**src/rtl/regfile_wb_ctrl_if.sv**
```systemverilog
// Handshake bundle between the write-back requesters / decode stage and the
// register-file write-back controller.
interface regfile_wb_ctrl_if #(
    parameter int NUM_WB    = 3,
    parameter int WORD_SIZE = 32,
    parameter int AW        = 5
);
    logic [NUM_WB-1:0]           wb_valid;
    logic [NUM_WB-1:0]           wb_ready;
    logic [NUM_WB*AW-1:0]        wb_addr;
    logic [NUM_WB*WORD_SIZE-1:0] wb_data;

    logic          iss_valid;
    logic [AW-1:0] iss_rs1;
    logic [AW-1:0] iss_rs2;
    logic [AW-1:0] iss_rd;
    logic          iss_wr;
    logic          iss_ready;

    modport master (
        output wb_valid, wb_addr, wb_data,
        output iss_valid, iss_rs1, iss_rs2, iss_rd, iss_wr,
        input  wb_ready, iss_ready
    );

    modport slave (
        input  wb_valid, wb_addr, wb_data,
        input  iss_valid, iss_rs1, iss_rs2, iss_rd, iss_wr,
        output wb_ready, iss_ready
    );
endinterface

```
**src/rtl/regfile_wb_ctrl.sv**
```systemverilog
// Round-robin write-back arbiter with a registered register-file write stage,
// plus a per-register busy scoreboard that blocks issue on RAW/WAW hazards.
module regfile_wb_ctrl #(
    parameter int NUM_WB       = 3,
    parameter int REGFILE_SIZE = 32,
    parameter int WORD_SIZE    = 32
) (
    input  logic                    clk,
    input  logic                    rst_n,
    regfile_wb_ctrl_if.slave        bus,
    output logic                    rf_w_en,
    output logic [31:0]             rf_waddr,
    output logic [WORD_SIZE-1:0]    rf_wdata,
    output logic [REGFILE_SIZE-1:0] busy_vec
);
    localparam int AW    = $clog2(REGFILE_SIZE);
    localparam int PTR_W = (NUM_WB > 1) ? $clog2(NUM_WB) : 1;

    logic [PTR_W-1:0]        ptr_q, ptr_d;
    logic                    rf_w_en_q, rf_w_en_d;
    logic [AW-1:0]           rf_waddr_q, rf_waddr_d;
    logic [WORD_SIZE-1:0]    rf_wdata_q, rf_wdata_d;
    logic [REGFILE_SIZE-1:0] busy_q, busy_d;

    logic                    grant_any;
    logic [PTR_W-1:0]        grant_idx;
    logic [AW-1:0]           grant_addr;
    logic [WORD_SIZE-1:0]    grant_data;
    logic                    hazard;
    logic                    iss_set;

    // Search starts one past the last winner, so the last winner has lowest priority.
    always_comb begin
        // NOTE: every variable gets a default before any branch, so no latch is inferred.
        int idx;
        logic [PTR_W-1:0] cand;
        idx       = 0;
        cand      = '0;
        grant_any = 1'b0;
        grant_idx = '0;
        for (int k = 1; k <= NUM_WB; k++) begin
            idx = int'(ptr_q) + k;
            if (idx >= NUM_WB) idx = idx - NUM_WB;
            cand = PTR_W'(idx);
            if (!grant_any && bus.wb_valid[cand]) begin
                grant_any = 1'b1;
                grant_idx = cand;
            end
        end
    end

    always_comb begin
        bus.wb_ready = '0;
        if (grant_any) bus.wb_ready[grant_idx] = 1'b1;
    end

    assign grant_addr = bus.wb_addr[grant_idx*AW +: AW];
    assign grant_data = bus.wb_data[grant_idx*WORD_SIZE +: WORD_SIZE];

    // Register 0 is consumed like any other write-back but never written.
    always_comb begin
        ptr_d      = grant_any ? grant_idx : ptr_q;
        rf_w_en_d  = grant_any && (grant_addr != '0);
        rf_waddr_d = grant_any ? grant_addr : rf_waddr_q;
        rf_wdata_d = grant_any ? grant_data : rf_wdata_q;
    end

    // Hazards look only at registered busy bits; the in-flight write is not forwarded.
    assign hazard        = busy_q[bus.iss_rs1] | busy_q[bus.iss_rs2] |
                           (bus.iss_wr & busy_q[bus.iss_rd]);
    assign bus.iss_ready = ~hazard;
    assign iss_set       = bus.iss_valid & ~hazard & bus.iss_wr & (bus.iss_rd != '0);

    // Clear before set so a new writer to the retiring register stays pending.
    always_comb begin
        busy_d = busy_q;
        if (rf_w_en_q) busy_d[rf_waddr_q] = 1'b0;
        if (iss_set)   busy_d[bus.iss_rd] = 1'b1;
        busy_d[0] = 1'b0;
    end

    always_ff @(posedge clk) begin
        // NOTE: sequential state uses non-blocking assignments so every flop samples pre-edge values.
        if (!rst_n) begin
            ptr_q      <= PTR_W'(NUM_WB - 1);
            rf_w_en_q  <= 1'b0;
            rf_waddr_q <= '0;
            rf_wdata_q <= '0;
            busy_q     <= '0;
        end else begin
            ptr_q      <= ptr_d;
            rf_w_en_q  <= rf_w_en_d;
            rf_waddr_q <= rf_waddr_d;
            rf_wdata_q <= rf_wdata_d;
            busy_q     <= busy_d;
        end
    end

    assign rf_w_en  = rf_w_en_q;
    assign rf_waddr = {{(32-AW){1'b0}}, rf_waddr_q};
    assign rf_wdata = rf_wdata_q;
    assign busy_vec = busy_q;
endmodule

```
**src/flat_wrapper.sv**
```systemverilog
// flat-port wrapper written by rule: the top's interface ports become plain ports
module regfile_wb_ctrl_flat 
#(
    parameter int NUM_WB       = 3,
    parameter int REGFILE_SIZE = 32,
    parameter int WORD_SIZE    = 32
)
  (clk, rst_n, rf_w_en, rf_waddr, rf_wdata, busy_vec, bus_wb_valid, bus_wb_addr, bus_wb_data, bus_iss_valid, bus_iss_rs1, bus_iss_rs2, bus_iss_rd, bus_iss_wr, bus_wb_ready, bus_iss_ready);
  regfile_wb_ctrl_if #(.NUM_WB(NUM_WB), .WORD_SIZE(WORD_SIZE), .AW((5))) bus_i ();
  input  logic clk;
  input  logic rst_n;
  output logic rf_w_en;
  output logic [31:0] rf_waddr;
  output logic [WORD_SIZE-1:0] rf_wdata;
  output logic [REGFILE_SIZE-1:0] busy_vec;
  input wire logic [$bits(bus_i.wb_valid)-1:0] bus_wb_valid;
  input wire logic [$bits(bus_i.wb_addr)-1:0] bus_wb_addr;
  input wire logic [$bits(bus_i.wb_data)-1:0] bus_wb_data;
  input wire logic [$bits(bus_i.iss_valid)-1:0] bus_iss_valid;
  input wire logic [$bits(bus_i.iss_rs1)-1:0] bus_iss_rs1;
  input wire logic [$bits(bus_i.iss_rs2)-1:0] bus_iss_rs2;
  input wire logic [$bits(bus_i.iss_rd)-1:0] bus_iss_rd;
  input wire logic [$bits(bus_i.iss_wr)-1:0] bus_iss_wr;
  output wire logic [$bits(bus_i.wb_ready)-1:0] bus_wb_ready;
  output wire logic [$bits(bus_i.iss_ready)-1:0] bus_iss_ready;
  assign bus_i.wb_valid = bus_wb_valid;
  assign bus_i.wb_addr = bus_wb_addr;
  assign bus_i.wb_data = bus_wb_data;
  assign bus_i.iss_valid = bus_iss_valid;
  assign bus_i.iss_rs1 = bus_iss_rs1;
  assign bus_i.iss_rs2 = bus_iss_rs2;
  assign bus_i.iss_rd = bus_iss_rd;
  assign bus_i.iss_wr = bus_iss_wr;
  assign bus_wb_ready = bus_i.wb_ready;
  assign bus_iss_ready = bus_i.iss_ready;
  regfile_wb_ctrl #(.NUM_WB(NUM_WB), .REGFILE_SIZE(REGFILE_SIZE), .WORD_SIZE(WORD_SIZE)) u_core (.clk(clk), .rst_n(rst_n), .bus(bus_i), .rf_w_en(rf_w_en), .rf_waddr(rf_waddr), .rf_wdata(rf_wdata), .busy_vec(busy_vec));
endmodule
```
**config.mk**
```make
export PLATFORM = sky130hd
export DESIGN_NAME = regfile_wb_ctrl_flat
export DESIGN_NICKNAME = d
export VERILOG_FILES = /design/src/rtl/regfile_wb_ctrl_if.sv /design/src/rtl/regfile_wb_ctrl.sv /design/src/flat_wrapper.sv
export SDC_FILE = /design/constraint.sdc
export NUM_CORES = 1
export LEC_CHECK = 0
export CORE_MARGIN = 4
export CORE_UTILIZATION = 30
export CTS_BUF_LIST = sky130_fd_sc_hd__clkbuf_4 sky130_fd_sc_hd__clkbuf_8
export CTS_CLUSTER_SIZE = 8
export DETAILED_ROUTE_END_ITERATION = 12
export PLACE_DENSITY = 0.65
export SYNTH_ARGS = -nofsm -noshare
export SYNTH_HDL_FRONTEND = slang
export SYNTH_SLANG_ARGS = --single-unit
```
**constraint.sdc**
```tcl
create_clock -name clk -period 2.9 [get_ports clk]
set_input_delay 0.435 -clock clk [delete_from_list [all_inputs] [get_ports clk]]
set_output_delay 0.435 -clock clk [all_outputs]
set_load 0.01 [all_outputs]
```
==> impl_results.md, run 1 <==
- Status: complete, no violations
- Startpoint types: input port
- Wire per inst: ~19 µm
- # DRC: 0
- VDD IR max: ~0.42 mV
- IO Pins: approximately 230
- CP required: 2.47 ns
- Synthesized flop and latch total: between 70 and 80
- Post-CTS Hold Buffers: 0
- IO buf count: 205
- Clock Sinks: 71
- Critical path class: input port to output port
- Final antenna-violating net count: 0
- Largest net degree at the start of global routing: 72
- Global-route wire length before repair: 27800 µm
- Clock slew at reported path FFs: 0.07 ns
- P per Cell Area: 711 nW/µm²
- Final Instance Count excl. Fillers: 950
- Max Freq: 0.355 GHz
- Row count: 45
- Endpoint of the worst hold path: u_core.rf_wdata[0]$_SDFFE_PN0P_
- DRT Wirelength: 17900 µm
- GRT Total Usage: 0.194
- Synth warn: 0
- Full die area: 17700 µm²
- Core ar.: 15300 µm²
- Rel. slew slack: 0.551
- Buffer levels on the longest clock path: 2
- Hold Crit Depth: 2
- GPL Wtd Cong: about 0.96
- Worst Tran Pin Value: just under 0.7 ns
- Post-synthesis sequential area ratio: 0.303
- Final hold violations: 0
- Final Skew: ~0.0089 ns
- Routed vias/inst: 5.33
- Top-count cell post-synth: dfxtp_1
- Dpl cells: between 900 and 1000
- CTS tree: built
- Synth-to-Final Area Change: 58.9%
- Syn Inst Count: 504
- Max-capacitance violation count: 0
- Post-synth top cells: dfxtp_1 (71), mux2i_1 (43), nand2_1 (32)
- Post-DP HPWL: 13900 µm
- Vias in the first global route: 5153
- Arr. time, crit path: 2.38 ns
- Top cell type's share of synthesized area: 0.303
- Primary FF master, synth: dfxtp_1
- GRT overflow: 0
- Final setup vio count: 0
- R2R setup slack: 0.18 ns
- Design Area, Final: 7440 µm²
- Initial core utilization: 0.307
- Leakage: roughly 2.9 nW
- Min-delay worst type: flip-flop to flip-flop
- Final Slew Violations: 0
- First-pass detailed-route iteration total: 5
- Placed instance area: 7180 µm²
- Async SR Flop Fraction: 0
- Synth cell types: 39
- Post-synth EDFFs: 0
- Crit share post-route: 0.971
- CTS Root Cell: clkbuf_8
- Num CTS Buffers: 9
- Clk Latency, worst-skew pair: 0.36 ns
- # diodes: 0
- CP Capture Type: output port
- Clock H-tree levels: 3
- Synth area leaders: dfxtp_1 (30%), mux4_2 (12%), mux2i_1 (9.2%)
- Syn avg cell area: 9.29 µm²
- Mapped cell area: 4680 µm²
- Die Span X: 133 µm
- Crit path max fanout: 9
- HP Start: u_core.rf_wdata[0]$_SDFFE_PN0P_
- Initial DRC count: between 400 and 500
- Vias: 5067
- Initial antenna violation count: 0
- Fin crit period: 2.81 ns
- Layout cells sized above 1: 0.172
- Post-synth top area cell: dfxtp_1
- Die height: 133 µm
- Reg2Reg Depth: 11
- Post-layout net count: 872
- Worst r2r src: u_core.ptr_q[0]$_SDFFE_PN0P_
- Reg2Reg Capture Point: u_core.rf_wdata[22]$_SDFFE_PN0P_
-- sequential cells by signal, summed over array words and instances, names as in the netlist --
signal,flops
u_core.rf_waddr_q,5
u_core.rf_w_en,1
u_core.busy_vec,31
u_core.rf_wdata,32
u_core.ptr_q,2
-- layout make-up --
cell class	instances	area, µm²
sequential	71	1420
clock inverter	5	50.0
tap	211	264
fill	1426	7820
inverter	6	22.5
timing repair buffer	269	2570
clock buffer	10	131
multi-input combinational	378	2980
-- power breakdown --
group | internal (mW) | total (mW) | switching (mW)
sequential | 1.19 | 1.37 | 0.173
combinational | 1.58 | 3.16 | 1.58
clock | 0.396 | 0.771 | 0.375
total | 3.17 | 5.30 | 2.13
-- cells in the final DEF (no fill, tap or decap), types with 18 or more instances in the layout --
cell,n
and2_1,27
conb_1,28
o21ai_0,31
dfxtp_1,70
mux2i_1,42
mux4_2,24
a22oi_1,28
nor2_1,18
nand2_1,32
buf_4,59
o41ai_1,31
clkdlybuf4s50_1,196
o211ai_1,31
-- repair_timing --
item	CTS	global route
setup buffers	0	1
gates cloned	1	0
gates resized for setup	23	8
pin swaps	0	1
endpoints found under the setup margin	4	25
-- logic make-up after synthesis --
kind of cell / synth area share
DFF: 0.303
buffers and inverters: 0.0932
and+or+nand+nor: 0.121
adders and majority gates: 0.0107
other: 0.000801
AOI/OAI and AO/OA: 0.254
muxes: 0.217
-- worst max-delay path by stage --
stage / end / from / slack [ns]
after floorplan: bus_wb_ready[0] / u_core.ptr_q[0]$_SDFFE_PN0P_ / 0.09
final: bus_iss_ready / bus_iss_rs2[1] / 0.09
after global routing: bus_wb_ready[0] / u_core.ptr_q[0]$_SDFFE_PN0P_ / -0.003
after CTS: bus_iss_ready / bus_iss_rs2[0] / -0.007
after detailed placement: bus_iss_ready / bus_iss_rs2[0] / -0.54
after global placement: bus_iss_ready / bus_iss_rs2[0] / -0.50
-- stage by stage --
stage | worst slack (ns) | TNS (ns) | utilization | hold slack [ns] | total power [mW]
after floorplan | 0.0912 | 0 | - | 0.488 | 3.28
after global placement | -0.504 | -3.32 | 0.471 | 0.457 | 4.44
after detailed placement | -0.542 | -5.99 | 0.471 | 0.468 | 4.50
after CTS | -0.00708 | -0.00708 | 0.487 | 0.479 | 5.29
after global routing | -0.00306 | -0.00306 | 0.488 | 0.505 | 5.66
final | 0.0854 | 0 | 0.488 | 0.473 | 5.30
-- layer usage --
layer	GRT usage	share of wire	up-vias
met1	0.240	0.41	2413
met5	0	0	-
met4	0.0629	0.017	0
met3	0.0612	0.097	27
li1	-	-	2333
met2	0.320	0.48	294
-- critical path, stage by stage --
cell             delay (ns)
clkdlybuf4s50_1        0.48
buf_6                  0.15
mux4_2                 0.31
mux4_2                 0.49
mux2i_1                0.14
nand2_1                0.11
a21oi_2                0.12
buf_2                  0.14
Note: power is estimated with default switching activity, not from simulation.
==> run 2: changes to the inputs <==
--- a/config.mk
+++ b/config.mk
@@ -10,7 +10,9 @@
 export CTS_BUF_LIST = sky130_fd_sc_hd__clkbuf_4 sky130_fd_sc_hd__clkbuf_8
 export CTS_CLUSTER_SIZE = 8
 export DETAILED_ROUTE_END_ITERATION = 12
+export HOLD_SLACK_MARGIN = 0.08
 export PLACE_DENSITY = 0.65
+export SLEW_MARGIN = 20
 export SYNTH_ARGS = -nofsm -noshare
 export SYNTH_HDL_FRONTEND = slang
 export SYNTH_SLANG_ARGS = --single-unit
==> results of run 2 <==
Same layout as run 1: the final DEF is identical, and so are final timing and power.
==> run 3: changes to the inputs <==
--- a/config.mk
+++ b/config.mk
@@ -6,12 +6,12 @@
 export NUM_CORES = 1
 export LEC_CHECK = 0
 export CORE_MARGIN = 4
-export CORE_UTILIZATION = 30
+export CORE_UTILIZATION = 38
 export CTS_BUF_LIST = sky130_fd_sc_hd__clkbuf_4 sky130_fd_sc_hd__clkbuf_8
 export CTS_CLUSTER_SIZE = 8
 export DETAILED_ROUTE_END_ITERATION = 12
 export HOLD_SLACK_MARGIN = 0.08
-export PLACE_DENSITY = 0.65
+export PLACE_DENSITY = 0.8
 export SLEW_MARGIN = 20
 export SYNTH_ARGS = -nofsm -noshare
 export SYNTH_HDL_FRONTEND = slang
==> impl_results.md, run 3 (synthesized netlist as in run 1, its figures left out) <==
- Crit path max fanout: 9 (unchanged)
- R2R setup slack: 0.19 ns (about the same)
- Reg2Reg Capture Point: u_core.rf_w_en$_SDFF_PN0_
- Largest net degree at the start of global routing: 72 (unchanged)
- Num CTS Buffers: 9 (unchanged)
- Wire per inst: 19.7 µm (+4.6%)
- Worst setup margin: 0.0610 ns (-0.0245 ns)
- Most frequent cells in the layout: clkdlybuf4s50_1 (198), dfxtp_1 (71), buf_4 (51)
- Post-CTS setup buffers: 0 (unchanged)
- Final antenna-violating net count: 0 (unchanged)
- First-pass detailed-route iteration total: 5 (unchanged)
- Reg2Reg Depth: 10 (-1)
- Critical path class: input port to output port
- HP Start: u_core.rf_wdata[2]$_SDFFE_PN0P_
- # DRC: 0 (unchanged)
- GRT overflow: 0 (unchanged)
- Post-DP HPWL: 13700 µm (-0.85%)
- Clock H-tree levels: 3 (unchanged)
- Initial core utilization: 0.388 (+0.0814)
- DRT Wirelength: 17700 µm (-1.2%)
- Startpoint types: input port
- Placed instance area: 7050 µm² (-1.8%)
- Post-layout util: 0.603 (+0.116)
- CTS Root Cell: clkbuf_8
- Most common cell after layout, fill and taps aside: clkdlybuf4s50_1
- Design Area, Final: 7280 µm² (-2.2%)
- Crit share post-route: 0.979 (+0.00843)
- Arr. time, crit path: 2.40 ns (+0.02 ns)
- Final setup vio count: 0 (unchanged)
- Full die area: 14200 µm² (-20%)
- Status: complete, no violations
- CP Capture Type: output port
- Die Span X: 119 µm (-10%)
- Clock slew at reported path FFs: 0.07 ns (about the same)
- Fin crit period: 2.84 ns (+0.0245 ns)
- Initial antenna violation count: 0 (unchanged)
- IO buf count: 205 (unchanged)
- Initial DRC count: 413 (-3.7%)
- Routed vias/inst: 5.69 (+6.6%)
- Post-layout net count: 862 (-1.1%)
- Synth-to-Final Area Change: 55.4%
- P per Cell Area: 724 nW/µm² (+1.8%)
- Final Slew Violations: 0 (unchanged)
- Final hold violations: 0 (unchanged)
- Vias in the first global route: 5100 (-1.0%)
- Endpoint of the worst hold path: u_core.rf_wdata[2]$_SDFFE_PN0P_
- Clk Latency, worst-skew pair: 0.36 ns (about the same)
- Final Total Pwr: 5.27 mW (-0.50%)
- Clock Sinks: 71 (unchanged)
- Final Skew: 0.00925 ns (+0.000354 ns)
- Setup TNS Final: 0 ns (unchanged)
- Worst Tran Pin Value: 0.652 ns (-0.0209 ns)
- # diodes: 0 (unchanged)
- Post-CTS Hold Buffers: 0 (unchanged)
- Row count: 40 (-11%)
- VDD IR max: 0.631 mV (+50%)
- Worst r2r src: u_core.ptr_q[0]$_SDFFE_PN0P_
- CTS tree: built
- CP required: 2.47 ns (about the same)
- Vias: 5102 (+0.69%)
- Global-route wire length before repair: 27300 µm (-1.7%)
- Dpl ws: -0.609 ns (-0.0671 ns)
- GRT Total Usage: 0.241 (+0.0475)
- Max Freq: 0.352 GHz (-0.86%)
- GPL Wtd Cong: 1.06 (+11%)
- Max reg flops: 32 (unchanged)
- Core ar.: 12100 µm² (-21%)
- IO Pins: 234 (unchanged)
- Max-capacitance violation count: 0 (unchanged)
- Hold Crit Depth: 2 (unchanged)
- # fillers: 999 (-30%)
- Rel. slew slack: 0.565 (+0.0139)
- Buffer levels on the longest clock path: 2 (unchanged)
- Layout cells sized above 1: 0.154 (-0.0182)
- Min-delay worst type: flip-flop to flip-flop
- Leakage: 2.86 nW (-2.4%)
- Die height: 119 µm (-10%)
## run 3: what timing repair did
item                       in CTS  in global routing
setup endpoints to repair       3                 31
resized for setup              12                  9
pin swaps                       0                  0
## run 3: final cells by class
class	instances	area, µm²	area share
Clock inverter	3	42.5	0.00584
Inverter	6	22.5	0.00309
Clock buffer	12	159	0.0218
Multi-Input combinational cell	378	2970	0.407
Tap cell	168	210	0.0289
Sequential cell	71	1420	0.195
Timing Repair Buffer	259	2460	0.338
## run 3: critical path: stages
cell and delay [ns]:
clkdlybuf4s50_1 0.48, buf_6 0.15, mux4_2 0.30, mux4_2 0.47, mux2i_1 0.19, nand2_1 0.11, a21oi_2 0.12, buf_2 0.14
## run 3: stage by stage
| step | hold WS, ns | cells |
|---|---|---|
| global placement | 0.453 | 882 |
| floorplan | 0.488 | 531 |
| finish | 0.468 | 897 |
| CTS | 0.469 | 897 |
| detailed placement | 0.458 | 882 |
| global route | 0.490 | 897 |
## run 3: power breakdown
group / switching (mW) / total (mW) / internal (mW) / leakage (nW)
clock network: 0.376 / 0.824 / 0.448 / 0.102
registers: 0.176 / 1.37 / 1.19 / 0.582
logic: 1.55 / 3.08 / 1.52 / 2.18
## run 3: worst max path at each step
stage / from / cells after the start / endpoint
floorplan: u_core.ptr_q[0]$_SDFFE_PN0P_ / 11 / bus_wb_ready[0]
global route: bus_iss_rs2[1] / 8 / bus_iss_ready
global placement: bus_iss_rs2[0] / 8 / bus_iss_ready
finish: bus_iss_rs2[1] / 8 / bus_iss_ready
detailed placement: bus_iss_rs2[0] / 8 / bus_iss_ready
CTS: u_core.ptr_q[0]$_SDFFE_PN0P_ / 8 / bus_wb_ready[0]
## run 3: per-layer routing
layer,routed length [µm],track usage
met5,0,0
met4,533,0.0978
met3,1920,0.0840
met2,8550,0.399
met1,6680,0.285
